`src/rtl/unified_mem_arbiter.sv`:
```
// Unified memory arbiter: shares one single-port block RAM between an
// instruction-fetch read port and a data-memory read/write port.
// Data requests win by default. Defining ARB_STARVE_GUARD_EN adds a fetch
// starvation guard that forces a fetch grant after STARVE_MAX consecutive
// contested data grants.
module unified_mem_arbiter #(
  parameter int unsigned AW         = 32,
  parameter int unsigned DW         = 32,
  parameter int unsigned STARVE_MAX = 4
) (
  input  logic            sys_clk,
  input  logic            sys_rst,
  // Instruction fetch port
  input  logic            if_req,
  input  logic [AW-1:0]   if_addr,
  output logic            if_gnt,
  output logic            if_rvalid,
  output logic [DW-1:0]   if_rdata,
  // Data memory port
  input  logic            dm_req,
  input  logic            dm_we,
  input  logic [DW/8-1:0] dm_be,
  input  logic [AW-1:0]   dm_addr,
  input  logic [DW-1:0]   dm_wdata,
  output logic            dm_gnt,
  output logic            dm_rvalid,
  output logic [DW-1:0]   dm_rdata,
  // Block RAM port
  output logic            mem_en,
  output logic [DW/8-1:0] mem_we,
  output logic [AW-1:0]   mem_addr,
  output logic [DW-1:0]   mem_wdata,
  input  logic [DW-1:0]   mem_rdata,
  // Fetch stall statistics
  output logic [15:0]     stall_cnt
);

  typedef enum logic [1:0] {
    OwnNone,
    OwnIf,
    OwnDmRd
  } owner_e;

  owner_e      owner_q;
  logic [15:0] stall_q;
  logic        dm_win;

`ifdef ARB_STARVE_GUARD_EN
  logic [3:0] starve_q;
  logic       force_if;

  // Fetch is forced through once it has lost STARVE_MAX contested cycles in a row
  always_comb begin
    force_if = (starve_q == 4'(STARVE_MAX));
    dm_win   = dm_req & ~(if_req & force_if);
  end

  // Count consecutive cycles in which fetch waited behind a data grant
  always_ff @(posedge sys_clk or posedge sys_rst) begin
    if (sys_rst) begin
      starve_q <= 4'd0;
    end else if (if_gnt) begin
      starve_q <= 4'd0;
    end else if (if_req && dm_gnt && (starve_q < 4'(STARVE_MAX))) begin
      starve_q <= starve_q + 4'd1;
    end
  end
`else
  // Strict data priority
  always_comb begin
    dm_win = dm_req;
  end
`endif

  // Grants and RAM port mux; everything is forced quiet while in reset
  always_comb begin
    dm_gnt    = ~sys_rst & dm_win;
    if_gnt    = ~sys_rst & if_req & ~dm_win;
    mem_en    = if_gnt | dm_gnt;
    mem_addr  = '0;
    mem_wdata = '0;
    mem_we    = '0;
    if (dm_gnt) begin
      mem_addr  = dm_addr;
      mem_wdata = dm_wdata;
      if (dm_we) begin
        mem_we = dm_be;
      end
    end else if (if_gnt) begin
      mem_addr = if_addr;
    end
  end

  // Remember which port owns the read data returning next cycle
  always_ff @(posedge sys_clk or posedge sys_rst) begin
    if (sys_rst) begin
      owner_q <= OwnNone;
    end else if (dm_gnt && !dm_we) begin
      owner_q <= OwnDmRd;
    end else if (if_gnt) begin
      owner_q <= OwnIf;
    end else begin
      owner_q <= OwnNone;
    end
  end

  // Saturating count of cycles in which a fetch request was denied
  always_ff @(posedge sys_clk or posedge sys_rst) begin
    if (sys_rst) begin
      stall_q <= 16'd0;
    end else if (if_req && !if_gnt && (stall_q != 16'hFFFF)) begin
      stall_q <= stall_q + 16'd1;
    end
  end

  // Route RAM read data to the owning port; data is zero when not valid
  always_comb begin
    if_rvalid = (owner_q == OwnIf);
    dm_rvalid = (owner_q == OwnDmRd);
    if_rdata  = if_rvalid ? mem_rdata : '0;
    dm_rdata  = dm_rvalid ? mem_rdata : '0;
    stall_cnt = stall_q;
  end

endmodule

```
`config.mk`:
```
export PLATFORM = sky130hd
export DESIGN_NAME = unified_mem_arbiter
export DESIGN_NICKNAME = d
export VERILOG_FILES = /design/src/rtl/unified_mem_arbiter.sv
export SDC_FILE = /design/constraint.sdc
export NUM_CORES = 1
export LEC_CHECK = 0
export ABC_AREA = 1
export BUFFER_PORTS_ARGS = -buffer_cell sky130_fd_sc_hd__buf_2
export CAP_MARGIN = 15
export CORE_AREA = 2 2 113 115
export DETAILED_ROUTE_END_ITERATION = 8
export DIE_AREA = 0 0 115 117
export SYNTH_ARGS = -nofsm -noshare
export SYNTH_HDL_FRONTEND = slang
export SYNTH_SLANG_ARGS = --single-unit
```
`constraint.sdc`:
```
create_clock -name sys_clk -period 1.9 [get_ports sys_clk]
set_input_delay 0.19 -clock sys_clk [delete_from_list [all_inputs] [get_ports sys_clk]]
set_output_delay 0.19 -clock sys_clk [all_outputs]
set_load 0.03 [all_outputs]
```
==> results of run 1 <==
==> routing by layer <==
layer	track usage [%]	routed length (um)
met1	15.5	3820
met2	21.2	4690
met3	1.65	805
met4	1.69	48
met5	0	0
==> sequential cells by signal, summed over array words and instances (netlist names) <==
signal     flops
stall_cnt     16
owner_q        2
==> where the power goes <==
part | internal [mW] | switching, mW | total (mW)
clock | 0.321 | 0.156 | 0.477
sequential | 0.430 | 0.0761 | 0.506
combinational | 0.322 | 0.607 | 0.928
==> how the worst max path moves through the flow <==
stage / startpoint / to / cells past startpoint
finish: owner_q[1] / if_rdata[26] / 5
global route: stall_cnt[0] / stall_cnt[14] / 8
CTS: owner_q[1] / if_rdata[13] / 5
detailed placement: stall_cnt[0] / stall_cnt[10] / 7
global placement: stall_cnt[0] / stall_cnt[15] / 7
floorplan: owner_q[0] / dm_rdata[10] / 4
==> logic make-up after synthesis <==
group	Yosys count	synth area share [%]
AO/OA/AOI/OAI	34	13.9
XOR/XNOR	8	3.32
adder cells (fa/ha/maj)	1	0.593
buffers and inverters	98	18.6
flip-flops	18	21.4
AND/OR/NAND/NOR	222	42.2
==> area by class of cell <==
class | count | area share, %
Timing Repair Buffer | 296 | 39.5
Multi-Input combinational cell | 265 | 33.4
Sequential cell | 18 | 11.9
Inverter | 80 | 7.92
Tap cell | 150 | 4.95
Clock buffer | 4 | 2.34
==> tightest hold or removal path: cells and delay by family <==
| family | cells | cell delay (ps) |
|---|---|---|
| buffers and inverters | 3 | 430 |
==> metrics by stage <==
| stage | worst slack [ps] | util (%) | area [um2] |
|---|---|---|---|
| after detailed placement | 324 | 30.1 | 3700 |
| after global routing | 92.6 | 30.8 | 3790 |
| after global placement | 361 | 30.1 | 3700 |
| after floorplan | 72.1 | - | 2110 |
| final | 244 | 30.8 | 3790 |
| after CTS | 228 | 30.8 | 3790 |
==> layout by cell type, fill, tap and decap left out, types with 3 or more instances in the layout <==
master and count:
buf_2 289, xnor2_1 5, clkbuf_16 3, inv_1 79
nor2_1 121, buf_4 7, nand2_1 81, a22o_1 32
nand4_1 5, xor2_1 3, nand3_1 7, dfrtp_1 18
==> flow_summary.yaml, run 1 <==
global_route:
  grt_antenna_before_repair: 0
  grt.total_usage_pct: 11.8
  grt_pass1_wl_mm: 12.8
  overflow: 0
  grt_pass1_vias: 2610
  grt_max_degree: 39
critical_path:
  r2r-end: "stall_cnt[10]"
  crit_path_cell_trace: "inv_1 > nand2_1 > buf_4 > nor2_1 > buf_2"
  start_kind: "flip-flop"
  reg2regPathDepth: 7
  end_kind: "output port"
  worstPathRequired_ps: 1710
  cp.arrival_ps: 1470
  cp_max_fo: 26
  cp_top_family: "buffers and inverters"
  crit_type: "reg2out"
  path_buf_inv: 3
  r2r-start: "stall_cnt[0]"
  rrSetupSlack_ps: 320
  critPathSlowestCell: "dfrtp_1"
  slowest_delay_ps: 360
routing:
  vias: 3280
  vias_per_cell: 4.03
  route.detailed.drc: 0
  wirelength_mm: 9.36
  detail_route.first_pass.iterations: 4
  postRouteAntennaNets: 0
  drt_iter0_drc: 117
  wl_per_cell_um: 11.5
logic_synthesis:
  ys_ff_latch: 18
  yosysTopAreaCellShare_pct: 21.5
  ys_types: 24
  synth_cells: 381
  syn-cell-area_mm2: 0.00211
  synthTopCellsByCount: "121 x nor2_1, 81 x nand2_1, 79 x inv_1"
  ys_top_cells_by_area: "nor2_1 22%, dfrtp_1 21%, nand2_1 14%, inv_1 14%, a22o_1 13%"
  synth_nets: 519
  syn_avg_cell_area_um2: 5.53
  yosysMostFrequentCell: "nor2_1"
  synth_edf_count: 0
  ys_warn_count: 0
  synthFlopType: "dfrtp_1"
  seq_area_frac_synth_pct: 21.4
  yosys.area.top_type: "nor2_1"
  async_reset_ff_share_pct: 100
hold_path:
  hp-class: "in2async"
timing:
  hold_violations: 0
  tightest_slew_ps: 395
  rsz0062_at_grt: "no"
  maxSlewHeadroom_pct: 73.6
  period_needed_ps: 1660
  max_freq_mhz: 604
  fin_worst_skew_ps: 2.74
  fin_crit_sh_pct: 87.2
  drv_slew: 0
  fin_hold_ws_ps: 3.04
  final-setup-viol-count: 0
  fin_setup_tns_ps: 0
pwr:
  leakage_nw: 2.66
  vdd_drop_max_uv: 285
  power_mw: 1.91
  p_per_area_mw_per_mm2: 504
clocking:
  cts_tree: "built"
  clk-insertion-delay-late_ps: 250
  path_clk_slew_ps: 60
  cts_setup_buffers: 0
  numCtsBuffers: 3
  ctsHtreeMaxLevel: 1
  cts_resized: 0
  ctsHoldBuffers: 0
  cts_root_buf: "clkbuf_16"
  max-clock-path-buffers: 2
  clock_sinks: 18
job:
  cap_violations: 0
floorplan:
  initial_utilization_pct: 17.1
  num_rows: 41
  die_h_um: 117
  ios: 290
  core_mm2: 0.0123
  die_area_mm2: 0.0135
  die_x_um: 115
layout:
  register_area_um2: 450
  final_cells: 813
  layout-drive-gt1-share_pct: 46.6
  nFillCells: 1369
  syn_to_final_growth_pct: 79.9
  multi_input_comb_area_mm2: 0.00127
  finalNetCount: 802
  diodes: 0
place:
  hpwl_mm: 7.87
  port_buffers: 289
  place.gp.congestion: 0.812
  place_inst: 809
outcome:
  outcome: "finished, final reports clean"
Note: power is estimated with default switching activity, not from simulation.
==> inputs of run 2 (changes only) <==
==> constraint.sdc (replaced) <==
create_clock -name sys_clk -period 1.9 [get_ports sys_clk]
set_input_delay 0.19 -clock sys_clk [delete_from_list [all_inputs] [get_ports sys_clk]]
set_output_delay 0.19 -clock sys_clk [all_outputs]
set_load 0.005 [all_outputs]
==> flow_summary.yaml, run 2 (synthesis gave the netlist of run 1 again) <==
outcome:
  outcome: "finished with violations"
  violations: "hold timing"
critical_path:
  path_common_cell: "nor2_1"
  slowest_delay_ps: 370
  rrSetupSlack_ps: 290
  end_kind: "output port"
  cp.arrival_ps: 1570
  worstPathRequired_ps: 1710
  critPathSlowestCell: "dfrtp_1"
  r2r-start: "stall_cnt[0]"
  crit_start: "owner_q[0]"
  crit_type: "reg2out"
  reg2regPathDepth: 7
  cp_max_fo: 21
  cp.depth: 5
  cp_top_family: "buffers and inverters"
  cp-endpoint: "dm_rdata[14]"
  path_buf_inv: 3
  start_kind: "flip-flop"
  r2r-end: "stall_cnt[0]"
  crit_path_cell_trace: "nor2_1 > inv_1 > buf_12 > nor2_1 > buf_2"
timing:
  fin_setup_tns_ps: 0
  final-setup-viol-count: 0
  fin_crit_sh_pct: 92.6
  period_needed_ps: 1760
  maxSlewHeadroom_pct: 73.3
  rsz0062_at_grt: "no"
  fin_worst_skew_ps: 1.91
  tightest_slew_ps: 401
  drv_slew: 0
  max_freq_mhz: 568
  hold_violations: 1
  fin_hold_ws_ps: -0.199
global_route:
  grt_pass1_vias: 2605
  overflow: 0
  grt_max_degree: 39
  grt_pass1_wl_mm: 12.5
  grt_antenna_before_repair: 0
  grt.total_usage_pct: 11.5
routing:
  detail_route.first_pass.iterations: 4
  top_layer: "met4"
  vias: 3309
  postRouteAntennaNets: 0
  vias_per_cell: 4.08
  route.detailed.drc: 0
  wirelength_mm: 9.45
  wl_met3_um: 829
  wl_met2_mm: 4.65
  wl_per_cell_um: 11.6
  drt_iter0_drc: 134
  wl_met1_mm: 3.93
clocking:
  max-clock-path-buffers: 2
  cts_root_buf: "clkbuf_16"
  cts_resized: 0
  cts_setup_buffers: 0
  ctsHoldBuffers: 0
  cts_tree: "built"
  clock_sinks: 18
  ctsHtreeMaxLevel: 1
  path_clk_slew_ps: 60
  numCtsBuffers: 3
  clk-insertion-delay-late_ps: 250
layout:
  final_cells: 812
  diodes: 0
  finalInstanceArea_mm2: 0.00380
  syn_to_final_growth_pct: 80.1
  final_common_cell: "buf_2"
  layout-drive-gt1-share_pct: 46.5
  final_cell_mix: "289 x buf_2, 121 x nor2_1, 81 x nand2_1"
  finalNetCount: 801
  largest_register_ffs: 16
pwr:
  p_int_mw: 1.07
  comb_power_share_pct: 38.8
  leakage_nw: 2.66
  clkPwrFrac_pct: 29.8
  pwr-share-seq_pct: 31.4
  p_sw_share_pct: 33.7
  netSwitchingPower_mw: 0.543
  power_mw: 1.61
  p_per_area_mw_per_mm2: 424
  vdd_drop_max_uv: 318
place:
  hpwl_mm: 7.95
  place.gp.congestion: 0.772
  placed_cell_area_mm2: 0.00371
  port_buffers: 289
  place_inst: 808
hold_path:
  hp-class: "in2async"
floorplan:
  initial_utilization_pct: 17.1
  die_h_um: 117
  num_rows: 41
  ios: 290
  core_mm2: 0.0123
  die_x_um: 115
  die_area_mm2: 0.0135
job:
  cap_violations: 0
[run 2: cell types whose count changed in the layout (fill, tap and decap cells not counted)]
cell,before,now
buf_12,0,1
buf_4,7,5
[run 2: final cells by class]
type,count,area [um2]
Fill cell,1358,8510
Timing Repair Buffer,295,1500
Multi-Input combinational cell,265,1270
Sequential cell,18,450
Inverter,80,300
Tap cell,150,188
Clock buffer,4,88.8
[run 2: per-layer routing]
metal	GRT usage [%]	vias up
met1	14.9	1407
met5	0	-
li1	-	1699
met2	21.1	199
met3	1.29	4
met4	1.77	0
[run 2: worst min path at each step]
stage,cells past startpoint,slack [ps],start,end
global placement,3,280,sys_rst,stall_cnt[9]
finish,3,-0.2,sys_rst,stall_cnt[9]
floorplan,1,140,sys_rst,owner_q[0]
global route,3,30,sys_rst,stall_cnt[9]
detailed placement,3,290,sys_rst,stall_cnt[2]
CTS,3,20,sys_rst,stall_cnt[2]
[run 2: worst reg2reg max path, cell delays in order (launching register included)]
cell,delay [ps]
dfrtp_1,440
ha_1,290
nand3_2,160
inv_2,100
nand2_1,50
o21a_2,320
nand2_1,100
nand2_1,50
[run 2: stage by stage]
step	util, %	hold WS [ps]	setup WS [ps]
after floorplan	-	137	381
after global placement	30.1	276	303
after detailed placement	30.1	288	294
after CTS	30.8	20.8	127
after global routing	30.8	34.4	73.6
final	30.8	-0.199	140
[run 2: power by group through the flow]
| stage | logic [mW] | clock network [mW] | registers, mW |
|---|---|---|---|
| 2_1_floorplan | 0.292 | 0 | 0.504 |
| 3_3_place_gp | 0.629 | 0 | 0.513 |
| 3_5_place_dp | 0.631 | 0 | 0.512 |
| 4_1_cts | 0.634 | 0.480 | 0.506 |
| 5_1_grt | 0.716 | 0.503 | 0.517 |
| 6_report | 0.625 | 0.480 | 0.506 |
